$ cat config.mk
export PLATFORM = sky130hd
export DESIGN_NAME = clk_div_ratio
export DESIGN_NICKNAME = d
export VERILOG_FILES = /design/src/rtl/clk_div_ratio.sv
export SDC_FILE = /design/constraint.sdc
export NUM_CORES = 1
export LEC_CHECK = 0
export ABC_AREA = 0
export BUFFER_PORTS_ARGS = -buffer_cell sky130_fd_sc_hd__buf_2
export CAP_MARGIN = 20
export CORE_MARGIN = 8
export CORE_UTILIZATION = 53
export CTS_BUF_LIST = sky130_fd_sc_hd__clkbuf_16
export DETAILED_ROUTE_END_ITERATION = 8
export PLACE_DENSITY = 0.7
export SYNTH_ARGS = -nofsm -noshare
export SYNTH_HDL_FRONTEND = slang
export SYNTH_SLANG_ARGS = --single-unit
$ cat constraint.sdc
create_clock -name clk -period 3.4 [get_ports clk]
set_clock_uncertainty 0.1 [all_clocks]
set_input_delay 0.34 -clock clk [delete_from_list [all_inputs] [get_ports clk]]
set_output_delay 0.34 -clock clk [all_outputs]
set_load 0.01 [all_outputs]
$ cat src/rtl/clk_div_ratio.sv
// -----------------------------------------------------------------------------
// clk_div_ratio
//   Integer clock divider. Turns a division-ratio word N into a divided clock
//   with floor(N/2) high cycles and ceil(N/2) low cycles per period. Ratios of
//   0 or 1, a deasserted clk_en or an asserted reset bypass the divider so that
//   div_clk follows clk.
//
// Parameters
//   RATIO_WIDTH  width of div_ratio and of the internal period counter
//
// Ports
//   clk        in   reference clock, all state updates on the rising edge
//   rst_n      in   asynchronous active-low reset
//   clk_en     in   divider enable, 0 = bypass
//   div_ratio  in   requested division ratio N (unsigned)
//   div_clk    out  divided clock, or clk when bypassed
//   div_tick   out  one-cycle pulse at each divided-clock period start
//                   (only present when CLK_DIV_TICK_EN is defined)
//
// Optional feature macro: CLK_DIV_TICK_EN
//
// state | meaning
// IDLE  | bypass; cnt and div_reg held at 0, div_clk = clk
// RUN   | dividing; cnt walks 0..ratio_q-1, div_reg is the divided clock
// -----------------------------------------------------------------------------
module clk_div_ratio #(
    parameter int RATIO_WIDTH = 8
) (
    input  logic                   clk,
    input  logic                   rst_n,
    input  logic                   clk_en,
    input  logic [RATIO_WIDTH-1:0] div_ratio,
`ifdef CLK_DIV_TICK_EN
    output logic                   div_tick,
`endif
    output logic                   div_clk
);

    typedef enum logic {
        IDLE = 1'b0,
        RUN  = 1'b1
    } state_t;

    localparam logic [RATIO_WIDTH-1:0] ONE = RATIO_WIDTH'(1);

    logic [RATIO_WIDTH-1:0] cnt;
    logic [RATIO_WIDTH-1:0] ratio_q;
    logic                   div_reg;
    state_t                 active_q;

    logic                   active;
    logic [RATIO_WIDTH-1:0] half;
    logic [RATIO_WIDTH-1:0] cnt_nxt;
    logic                   at_boundary;

    // rst_n is part of the select so that div_clk follows clk while reset is
    // held, even if software leaves clk_en and a valid ratio applied.
    assign active      = rst_n && clk_en && (div_ratio > ONE);
    assign half        = ratio_q >> 1;
    assign cnt_nxt     = cnt + ONE;
    assign at_boundary = (cnt == ratio_q - ONE);

    // Not glitch-protected: the consumer must ignore div_clk while software
    // changes clk_en or div_ratio.
    assign div_clk = active ? div_reg : clk;

`ifdef CLK_DIV_TICK_EN
    always_ff @(posedge clk or negedge rst_n) begin
        if (!rst_n) begin
            div_tick <= 1'b0;
        end else begin
            // High exactly on the edges that set div_reg to 1.
            div_tick <= active && ((active_q == IDLE) || at_boundary);
        end
    end
`endif

    always_ff @(posedge clk or negedge rst_n) begin
        if (!rst_n) begin
            cnt      <= '0;
            ratio_q  <= '0;
            div_reg  <= 1'b0;
            active_q <= IDLE;
        end else if (!active) begin
            // Dropping out of RUN is immediate, never deferred to the boundary.
            cnt      <= '0;
            div_reg  <= 1'b0;
            active_q <= IDLE;
        end else if (active_q == IDLE) begin
            // The high phase starts on the entry edge itself.
            ratio_q  <= div_ratio;
            cnt      <= '0;
            div_reg  <= 1'b1;
            active_q <= RUN;
        end else if (at_boundary) begin
            // New ratios are only sampled here, so a period always completes.
            ratio_q <= div_ratio;
            cnt     <= '0;
            div_reg <= 1'b1;
        end else begin
            cnt <= cnt_nxt;
            if (cnt_nxt == half) begin
                div_reg <= 1'b0;
            end
        end
    end

endmodule

---- Yosys cells after proc, flatten, opt, wreduce, memory -nomap -nowiden ----
Index checks and enable logic that the tools add are counted.
operators by class
  order comparisons ....................... 1
  eq/ne operators ......................... 4
  mux-type cells .......................... 11
  reductions and logical operators ........ 3
  add/subtract/negate cells ............... 2
operator list
  operator                                             number
  two-way mux 8 bit                                    5
  adder 8 x 1 -> 8 bit (second input constant)         1
  equality test 8 x 7 -> 1 bit                         1
  equality test 8 bit                                  1
  > comparator 8 x 1 -> 1 bit (second input constant)  1
  subtractor 8 x 1 -> 8 bit (second input constant)    1
  two-way mux 1 bit                                    6
  != test 4 x 2 -> 1 bit (second input constant)       1
  logical AND 1 bit                                    2
  != test 2 x 1 -> 1 bit (second input constant)       1
  AND reduction 2 bit                                  1
storage, ports and cells
  output and inout bits ................... 1
  register bits after elaboration ......... 18
  word-level logic and storage cells ...... 25
  input bits .............................. 11

---- Depth between registers and ports, before layout ----
  word-level depth ........................ 6
  depth in mapped cells ................... 9
  depth with buffers taken out ............ 8

==> results.json <==
{
  "rsz0062_at_grt": "no",
  "area_growth_syn_to_layout_pct": 9.77,
  "cts_tree": "done",
  "final_common_cell": "dfrtp_1",
  "cp_cell_sequence": "clkbuf_16 > clkbuf_16 > inv_1 > o21ai_1 > buf_2",
  "n_antenna_cell": 0,
  "io_buffer_count": 11,
  "antenna_found_initial": 0,
  "arrival_ns": 2.25,
  "hold_class": "input pin to flip-flop",
  "final_antenna_net_count": 0,
  "hold_buffers": 1,
  "critical_path.most_common_cell": "clkbuf_16",
  "ios": 12,
  "cp_slowest_stage_delay_ns": 0.16,
  "holdPathStages": 2,
  "std_cell_rows": 18,
  "syn_inst": 143,
  "synth_flop_cell": "dfrtp_1",
  "start_util": 0.553,
  "hp-start": "div_ratio[0]",
  "final_cell_mix": "dfrtp_1, nor2_1, xor2_1, buf_2",
  "overflow": 0,
  "ir_drop_mv": 0.378,
  "dr.pass1.iters": 4,
  "drc_errors": 0,
  "async_flop_share": 1.00,
  "cts_buffer_depth": 2,
  "die_w_um": 66.4,
  "synth.area.top_cells": "dfrtp_1, mux2_4, xor2_1, xnor2_1, nor2_1",
  "timing.rr.start": "ratio_q[1]$_DFFE_PN0P_",
  "synth_edf_count": 0,
  "finalHoldViolations": 0,
  "root_buffer": "clkbuf_16",
  "top_regs": "cnt (8), ratio_q (8)",
  "dp_hpwl_um": 2070,
  "netlist_area_um2": 1350,
  "yosys.area.top_type": "dfrtp_1",
  "avgSynthCellArea_um2": 9.41,
  "cts-buffers-inserted": 3,
  "netlist.area_leader.share": 0.335,
  "finalMaxSlewViolations": 0,
  "cp.required_ns": 2.96,
  "ys.warnings.count": 0,
  "path_max_fanout": 9,
  "startpoint_type": "clock port",
  "cts_resized": 0,
  "synthesis.nets": 156,
  "path_class": "clock port to output pin",
  "drt_wl_total_um": 2720,
  "nets": 163,
  "die_height_um": 66.4,
  "grt_pass1_vias": 1130,
  "post_cts_buffers": 0,
  "seqCellArea_um2": 450,
  "slew_headroom": 0.581,
  "slowest_stage": "buf_2",
  "multi_input_area_um2": 798,
  "worstMarginPinSlew_ns": 0.629,
  "worst-r2r-cell-count": 8,
  "r2r_setup_slack_ns": 0.82,
  "core_area_um2": 2430,
  "finalNonFillerCells": 179,
  "die_area_um2": 4410,
  "grt.total_usage": 0.146,
  "grt_pass1_wl_um": 5040,
  "finalPower_uw": 698,
  "grt_max_degree": 20,
  "setup_viol": 0,
  "dp_cells": 174,
  "wl_per_cell_um": 15.2,
  "htree_levels": 1,
  "fillers": 215,
  "status": "complete, no violations",
  "min_to": "ratio_q[0]$_DFFE_PN0P_",
  "synth.distinct_cells": 42,
  "ys_seq_area_frac": 0.335,
  "place_congestion": 0.843,
  "synth-seq-cells": 18,
  "cp-end-kind": "output pin",
  "cellLeakagePower_uw": 0.000633,
  "drv_cap": 0,
  "tns_ns": 0,
  "final_util": 0.607,
  "num_vias": 1037,
  "clk_pin_slew_ns": 0.05,
  "drive_above_1_share": 0.181,
  "drtIter0Drc": 50,
  "r2r-end": "ratio_q[4]$_DFFE_PN0P_",
  "power_density_nw_per_um2": 473,
  "viasPerCell": 5.79,
  "clk_latency_ns": 0.25
}
==> cell usage after synthesis (all sizes together), types with 3 or more instances <==
| master | number |
|---|---|
| dfrtp | 18 |
| nor2 | 13 |
| xor2 | 11 |
| inv | 9 |
| xnor2 | 9 |
| buf | 8 |
| o21ai | 8 |
| mux2 | 7 |
| nand2 | 6 |
| nand3 | 5 |
| nor3 | 5 |
| nor4 | 5 |
| a21oi | 4 |
| clkbuf | 3 |
| nand3b | 3 |
| o31ai | 3 |
==> final cells by class <==
| class | count | share of cell area |
|---|---|---|
| clock buffer | 4 | 0.0542 |
| clock inverter | 2 | 0.00593 |
| tap | 30 | 0.0254 |
| multi-input combinational | 104 | 0.541 |
| sequential | 18 | 0.305 |
| timing repair buffer | 12 | 0.0458 |
| inverter | 9 | 0.0229 |
==> cells by family (layout without fill, tap and decap cells) <==
group / Yosys count / in the layout / share of synthesized area
buffers and inverters: 21 / 27 / 0.0716
and+or+nand+nor: 44 / 44 / 0.176
muxes: 8 / 8 / 0.0856
AOI/OAI and AO/OA: 30 / 30 / 0.183
DFF: 18 / 18 / 0.335
adders and majority gates: 2 / 2 / 0.0186
xor gates and xnor gates: 20 / 20 / 0.130
==> worst max-delay path by stage <==
| stage | start | endpoint | slack [ns] | cells after the start |
|---|---|---|---|---|
| 4_1_cts | clk | div_clk | 0.70 | 5 |
| 3_3_place_gp | ratio_q[0]$_DFFE_PN0P_ | ratio_q[5]$_DFFE_PN0P_ | 0.95 | 8 |
| 6_report | clk | div_clk | 0.71 | 5 |
| 2_1_floorplan | ratio_q[0]$_DFFE_PN0P_ | ratio_q[0]$_DFFE_PN0P_ | 1.11 | 8 |
| 5_1_grt | rst_n | div_clk | 0.54 | 8 |
| 3_5_place_dp | ratio_q[1]$_DFFE_PN0P_ | ratio_q[7]$_DFFE_PN0P_ | 0.85 | 8 |
==> worst max-delay path: cells and delay by family <==
family | cells | cell delay [ns]
buffers and inverters | 4 | 0.49
AO/OA/AOI/OAI | 1 | 0.06
==> metrics by stage <==
stage | area, µm² | hold WS (ns) | setup slack, ns
5_1_grt | 1480 | 0.214 | 0.541
3_5_place_dp | 1390 | 0.211 | 0.851
3_3_place_gp | 1390 | 0.209 | 0.950
2_1_floorplan | 1350 | -0.0556 | 1.11
6_report | 1480 | 0.214 | 0.709
4_1_cts | 1480 | 0.214 | 0.703
==> power by group <==
group	leakage [µW]	internal (µW)	switching (µW)
clock	0.0000483	168	101
combinational	0.000353	77.7	76.0
sequential	0.000232	233	42.3
==> metal layers <==
metal,GRT usage,wire (µm),vias to the layer above
met5,0,0,-
met4,0.0693,45,0
met3,0.0339,105,5
met2,0.238,1310,25
met1,0.176,1260,499
li1,-,-,508
Power figures use the tool's default switching activity.
